--- src/rtl/fft_pkg.sv ---
// Shared definitions for the FFT front end: bit-reverse helper, complex-word field split, bank pointer type.
package fft_pkg;

  localparam int DEF_WIDTH = 32;
  localparam int REAL_HI   = DEF_WIDTH - 1;
  localparam int REAL_LO   = DEF_WIDTH / 2;

  typedef logic bank_ptr_t;

  // Reverses the low w bits of idx; bits at and above w come back as zero.
  function automatic logic [31:0] bit_reverse(input logic [31:0] idx, input int w);
    logic [31:0] r;
    r = '0;
    for (int i = 0; i < 32; i++) begin
      if (i < w) r[w-1-i] = idx[i];
    end
    return r;
  endfunction

endpackage

--- src/rtl/fft_bitrev_loader.sv ---
// Collects serial real samples into bit-reversed complex frames, ping-pong buffered.
// frame_valid rises the cycle after the last sample of a frame; input stalls while both banks are full.
module fft_bitrev_loader
  import fft_pkg::*;
#(
  parameter int SAMPLES = 4,
  parameter int WIDTH   = DEF_WIDTH,
  localparam int IDX_W  = $clog2(SAMPLES)
) (
  input  logic                            clk,
  input  logic                            reset,
  input  logic [WIDTH/2-1:0]              sample_in,
  input  logic                            sample_valid,
  output logic                            sample_ready,
  output logic [SAMPLES-1:0][WIDTH-1:0]   frame_out,
  output logic                            frame_valid,
  input  logic                            frame_ready
);

  localparam int HALF = WIDTH / 2;

  logic [SAMPLES-1:0][WIDTH-1:0] bank [2];
  logic [1:0]                    full;
  bank_ptr_t                     wr_bank;
  bank_ptr_t                     rd_bank;
  logic [IDX_W-1:0]              wr_idx;
  logic [31:0]                   slot;
  logic                          accept;
  logic                          consume;
  logic                          last;

  assign sample_ready = !reset && !full[wr_bank];
  assign frame_valid  = full[rd_bank];
  assign frame_out    = bank[rd_bank];

  assign accept  = sample_valid && sample_ready;
  assign consume = frame_valid && frame_ready;
  assign last    = (wr_idx == IDX_W'(SAMPLES - 1));
  assign slot    = bit_reverse(32'(wr_idx), IDX_W);

  always_ff @(posedge clk) begin
    if (reset) begin
      bank[0] <= '0;
      bank[1] <= '0;
      full    <= '0;
      wr_bank <= 1'b0;
      rd_bank <= 1'b0;
      wr_idx  <= '0;
    end else begin
      if (accept) begin
        for (int s = 0; s < SAMPLES; s++) begin
          if (32'(s) == slot) bank[wr_bank][s] <= {sample_in, {HALF{1'b0}}};
        end
        if (last) begin
          full[wr_bank] <= 1'b1;
          wr_bank       <= ~wr_bank;
          wr_idx        <= '0;
        end else begin
          wr_idx <= wr_idx + 1'b1;
        end
      end
      // A consume always targets the other bank from a completing write, so the flag updates never collide.
      if (consume) begin
        full[rd_bank] <= 1'b0;
        rd_bank       <= ~rd_bank;
      end
    end
  end

endmodule

--- config.mk ---
export PLATFORM = sky130hd
export DESIGN_NAME = fft_bitrev_loader
export DESIGN_NICKNAME = d
export VERILOG_FILES = /design/src/rtl/fft_pkg.sv /design/src/rtl/fft_bitrev_loader.sv
export SDC_FILE = /design/constraint.sdc
export NUM_CORES = 1
export LEC_CHECK = 0
export CAP_MARGIN = 20
export CORE_MARGIN = 1.5
export CORE_UTILIZATION = 35
export DETAILED_ROUTE_END_ITERATION = 8
export PLACE_DENSITY = 0.69
export SLEW_MARGIN = 10
export SYNTH_ARGS = -nofsm -noshare
export SYNTH_HDL_FRONTEND = slang
export SYNTH_SLANG_ARGS = --single-unit
--- constraint.sdc ---
create_clock -name clk -period 4.75 [get_ports clk]
set_clock_uncertainty 0.05 [all_clocks]
set_input_delay 0.7125 -clock clk [delete_from_list [all_inputs] [get_ports clk]]
set_output_delay 0.7125 -clock clk [all_outputs]
set_load 0.01 [all_outputs]
==> flow_summary.ini, run 1 <==
[setup_path]
reg2reg_from = wr_bank
cp-end-kind = output pin
critPathKind = register to output pin
cp_max_fo = 51
worstPathArrival_ns = 2.53
rrSetupSlack_ns = 2.54
r2r_cells = 3
required_ns = 3.99
timing.rr.end = bank[1][27]
setup.worst_path.end = frame_out[31]
worst_setup_path_start_kind = register

[sta]
period_minus_slack_ns = 3.29
finalMaxSlewViolations = 0
hold_violations = 0
setup_viol = 0
slew_headroom_pct = 38.6
fmax_mhz = 304
worst_slew_pin_slew_ns = 0.920
fin_ws_ns = 1.46
tns_ns = 0
min_period_over_period_pct = 69.3
rsz0062_at_grt = no

[global_route]
grt.total_usage_pct = 13.3
antenna_found_initial = 0
grt_pass1_wl_mm = 19.3
grt_max_degree = 52
grt_pass1_vias = 3419
overflow = 0

[layout]
final_cell_mix = and2_1, edfxtp_1, clkdlybuf4s50_1
finish.utilization_pct = 43.1
fin_cells = 786
drive_above_1_share_pct = 17.6
regArea_um2 = 3990
syn2layout_area_growth_pct = 19.9
fill_cells = 1579
nets = 568
multiInputGateArea_um2 = 2070
antenna_cells = 0

[synth]
avgSynthCellArea_um2 = 14.0
synthCells = 464
ys_seq_area_share_pct = 61.3
synth-edff-count = 128
yosys_warnings = 0
synth-async-reset-ratio_pct = 0
synth_cell_types = 30
ys.flop_type = edfxtp_1
ys_ff_latch = 135
netlist_area_um2 = 6500

[worst_hold_path]
holdCritStartpoint = wr_idx[0]
hp-class = register to register

[floorplanning]
die_area_um2 = 19400
initial_core_util_pct = 35.9
io_pins = 150
coreArea_um2 = 18100
die_h_um = 139
num_rows = 49
die_w_um = 139

[drt]
wire_per_inst_um = 16.0
drtAntennaViolNets = 0
drcViolationCount = 11
drtIter0Drc = 295
wirelength_mm = 12.6
first_pass_iters = 9
vias_per_cell = 4.52
dr_total_vias = 3549

[power_and_ir_drop]
ir_drop_v = 0.000176
power_w = 0.00286
clockPowerShare_pct = 44.1
power_frac_seq_pct = 48.0
p_sw_share_pct = 20.7
internal-power_w = 0.00227
switchingPower_w = 0.000593
p_leak_nw = 2.99
pwr-share-comb_pct = 8.0
power.density_nw_per_um2 = 368

[status]
status = finished, violations left
violations = DRC

[clock_network]
hold_buffers = 0
clockRootBuffer = clkbuf_16
htree_levels = 4
cts_tree = done
worstSkewPairLatency_ns = 0.41
cts_buffers = 17
cts_resized = 0
clock-sinks = 135
cts_buffer_depth = 2
post_cts.repair.setup_buffers = 0
clkTransAtPathRegs_ns = 0.06

[job]
max_cap_viol_count = 0

[placed_design]
dpl_worst_slack_ns = 1.23
hpwl_mm = 8.91
place.gp.congestion = 0.769
io_buffers = 85
dp.cells = 754
layout make-up:
cell class | count | share of cell area [%]
sequential | 135 | 51.1
multi-input combinational | 300 | 26.5
inverter | 4 | 0.193
tap | 229 | 3.68
timing repair buffer | 86 | 11.0
clock inverter | 8 | 1.27
clock buffer | 24 | 6.18
registers in the layout, summed over array words and instances, names as in the netlist, named ones only:
register and cells:
bank 128, full 2, rd_bank 1, wr_bank 1, wr_idx 2
metrics by stage:
step,hold slack [ns],cell area [um^2]
final,0.472,7790
after global routing,0.501,7790
after CTS,0.479,7790
after detailed placement,0.459,7210
after global placement,0.441,7210
after floorplan,0.425,6730
cells by family (layout without fill, tap and decap cells):
family,count (synthesis),after routing,synth area share [%]
buffers and inverters,92,122,10.5
AOI/OAI and AO/OA,12,12,1.25
other,1,64,0.0577
adders and majority gates,4,4,0.770
muxes,65,65,11.2
DFF,135,135,61.3
and+or+nand+nor,155,155,14.8
cell usage after synthesis, types with 2 or more instances:
cell	count	share of area, %
mux2_2	64	11
and3_1	7	0.67
buf_6	11	1.9
buf_2	12	0.92
a21oi_1	3	0.23
nand2b_1	2	0.19
edfxtp_1	128	59
nand3_1	2	0.15
dfxtp_1	7	2.2
or2_1	6	0.58
nor2b_2	2	0.27
o21ai_0	2	0.15
buf_4	64	7.4
ha_1	4	0.77
a311oi_1	2	0.27
inv_1	4	0.23
nand2_1	4	0.23
and2_1	128	12
worst min path at each step:
stage                end  slack, ns  cells after the start
2_1_floorplan  wr_idx[0]       0.42                      1
3_3_place_gp   wr_idx[0]       0.44                      1
3_5_place_dp   wr_idx[0]       0.46                      1
4_1_cts        wr_idx[0]       0.48                      1
5_1_grt        wr_idx[0]       0.50                      1
6_report       wr_idx[0]       0.47                      1
power by group through the flow:
stage / clock network [W] / logic [W] / registers (W)
after global routing: 0.00133 / 0.000244 / 0.00138
after CTS: 0.00127 / 0.000231 / 0.00137
after global placement: 0 / 0.000226 / 0.00140
after floorplan: 0 / 0.000153 / 0.00139
final: 0.00126 / 0.000228 / 0.00137
after detailed placement: 0 / 0.000229 / 0.00140
worst max-delay path: stages, from the launching register on:
cell and delay (ns):
dfxtp_2 0.55, buf_4 0.62, mux2_2 0.45, clkdlybuf4s50_1 0.49
per-layer routing:
metal  GRT usage [%]  wire length (um)  up-vias
met5               0                 0        -
met4            4.98               193        0
met3            3.23               821       22
met2            24.3              6510      143
met1            15.1              5040     1739
li1                -                 -     1645
(Power assumes the default switching activity.)
==> run 2, diff against run 1 <==
--- a/config.mk
+++ b/config.mk
@@ -9,7 +9,7 @@
 export CORE_MARGIN = 1.5
 export CORE_UTILIZATION = 35
 export DETAILED_ROUTE_END_ITERATION = 8
-export PLACE_DENSITY = 0.69
+export PLACE_DENSITY = 0.72
 export SLEW_MARGIN = 10
 export SYNTH_ARGS = -nofsm -noshare
 export SYNTH_HDL_FRONTEND = slang
==> constraint.sdc (replaced) <==
create_clock -name clk -period 2.6 [get_ports clk]
set_clock_uncertainty 0.05 [all_clocks]
set_input_delay 0.39 -clock clk [delete_from_list [all_inputs] [get_ports clk]]
set_output_delay 0.39 -clock clk [all_outputs]
set_load 0.01 [all_outputs]
==> run 2 against run 1 <==
Effect of this change:
- the flow still finishes with violations (DRC)
- first-iteration DRC count fell by 12%
- setup slack got worse by 1.3 ns
- hold slack lost 0.0021 ns
- critical path type unchanged
- critical endpoint is now frame_out[117]
- highest routed layer unchanged
==> flow_summary.ini, run 2 (synthesis gave the netlist of run 1 again) <==
[status]
status = finished, violations left
violations = DRC

[floorplanning]
coreArea_um2 = 18100
initial_core_util_pct = 35.9
die_w_um = 139
io_pins = 150
die_area_um2 = 19400
die_h_um = 139
num_rows = 49

[clock_network]
cts_tree = done
clockRootBuffer = clkbuf_16
htree_levels = 4
worstSkewPairLatency_ns = 0.41
clock-sinks = 135
cts_buffer_depth = 2
cts_buffers = 17
clkTransAtPathRegs_ns = 0.06
post_cts.repair.setup_buffers = 0

[power_and_ir_drop]
p_leak_nw = 3.09
switchingPower_w = 0.00112
power_frac_seq_pct = 47.2
power_w = 0.00530
internal-power_w = 0.00418
clockPowerShare_pct = 44.6
ir_drop_v = 0.000454
pwr-share-comb_pct = 8.2
power.density_nw_per_um2 = 665
p_sw_share_pct = 21.2

[setup_path]
cp_max_fo = 33
required_ns = 2.16
worstPathArrival_ns = 2.02
cp-end-kind = output pin
critPathKind = register to output pin
worst_setup_path_start_kind = register

[sta]
rsz0062_at_grt = no
hold_violations = 0
min_period_over_period_pct = 94.4
worst_slew_pin_slew_ns = 0.575
finalMaxSlewViolations = 0
holdWs_ns = 0.470
tns_ns = 0
period_minus_slack_ns = 2.46
fmax_mhz = 407
slew_headroom_pct = 61.7
setup_viol = 0

[drt]
wirelength_mm = 12.8
first_pass_iters = 8
dr_total_vias = 3582
drtIter0Drc = 260
drcViolationCount = 10
vias_per_cell = 4.47
wire_per_inst_um = 16.0
drtAntennaViolNets = 0

[global_route]
overflow = 0
grt.total_usage_pct = 13.5
grt_max_degree = 34
antenna_found_initial = 0
grt_pass1_wl_mm = 19.9
grt_pass1_vias = 3535

[layout]
syn2layout_area_growth_pct = 22.7
drive_above_1_share_pct = 20.4
antenna_cells = 0
regArea_um2 = 3990
largest_register_ff_count = 128
largest_register = bank
multiInputGateArea_um2 = 2070
nets = 584
fin_cells = 802
final_cell_mix = and2_1, edfxtp_1, clkdlybuf4s50_1
fill_cells = 1587
largestRegisters = bank: 128 flops, full: 2 flops, wr_idx: 2 flops

[placed_design]
io_buffers = 85
place.gp.congestion = 0.727
dp.cells = 770
hpwl_mm = 8.81

[worst_hold_path]
hp-class = register to register

[job]
max_cap_viol_count = 0
==> run 2: cell types whose count changed in the layout (fill, tap and decap cells not counted) <==
cell,change
dfxtp_4,+1
clkinv_2,+2
clkbuf_8,-3
clkbuf_16,+5
clkinv_4,+1
buf_12,+2
dfxtp_2,-1
buf_4,+14
clkbuf_1,-3
bufinv_16,-2
==> run 2: power groups by stage <==
| stage | logic [W] | registers, W | clock network (W) |
|---|---|---|---|
| 5_1_grt | 0.000466 | 0.00251 | 0.00249 |
| 6_report | 0.000434 | 0.00250 | 0.00236 |
| 3_3_place_gp | 0.000429 | 0.00255 | 0 |
| 4_1_cts | 0.000440 | 0.00251 | 0.00239 |
| 2_1_floorplan | 0.000280 | 0.00254 | 0 |
| 3_5_place_dp | 0.000437 | 0.00255 | 0 |
==> run 2: area by class of cell <==
type	instances	share of cell area [%]
clock buffers	23	6.95
clock inverters	9	0.722
inverters	4	0.188
multi-input cells	300	25.9
flip-flops and latches	135	50.0
well taps	229	3.59
repair buffers	102	12.6
==> run 2: what timing repair did <==
item	CTS	global route
gates resized for setup	0	1
endpoints found under the setup margin	0	20
hold buffers	0	0
endpoints found under the hold margin	0	0
==> run 2: critical path: stages (launching register included) <==
cell,delay [ns]
dfxtp_4,0.47
buf_12,0.24
mux2_2,0.39
clkdlybuf4s50_1,0.49
==> run 2: path summary, 6_finish.rpt <==
path	start	slack (ns)	endpoint	depth (start not counted)
max	register	0.14	frame_out[117]	3
max reg2reg	wr_idx[0]	0.99	bank[1][58]	3
min	wr_idx[0]	0.47	wr_idx[0]	1
min reg2reg	wr_idx[0]	0.47	wr_idx[0]	1
==> run 2: through the flow <==
step / instance area, um^2 / setup slack, ns / utilization, %
final: 7970 / 0.144 / 44.1
after detailed placement: 7360 / 0.295 / 40.7
after floorplan: 6730 / 0.834 / -
after global routing: 7970 / 0.0776 / 44.1
after global placement: 7360 / 0.384 / 40.7
after CTS: 7970 / 0.0201 / 44.1
==> run 2: per-layer routing <==
metal	vias to the layer above	global-route usage (%)	share of wire [%]
li1	1672	-	-
met3	9	3.82	6.4
met5	-	0	0
met1	1752	15.7	40
met4	0	4.03	0.61
met2	149	24.1	53
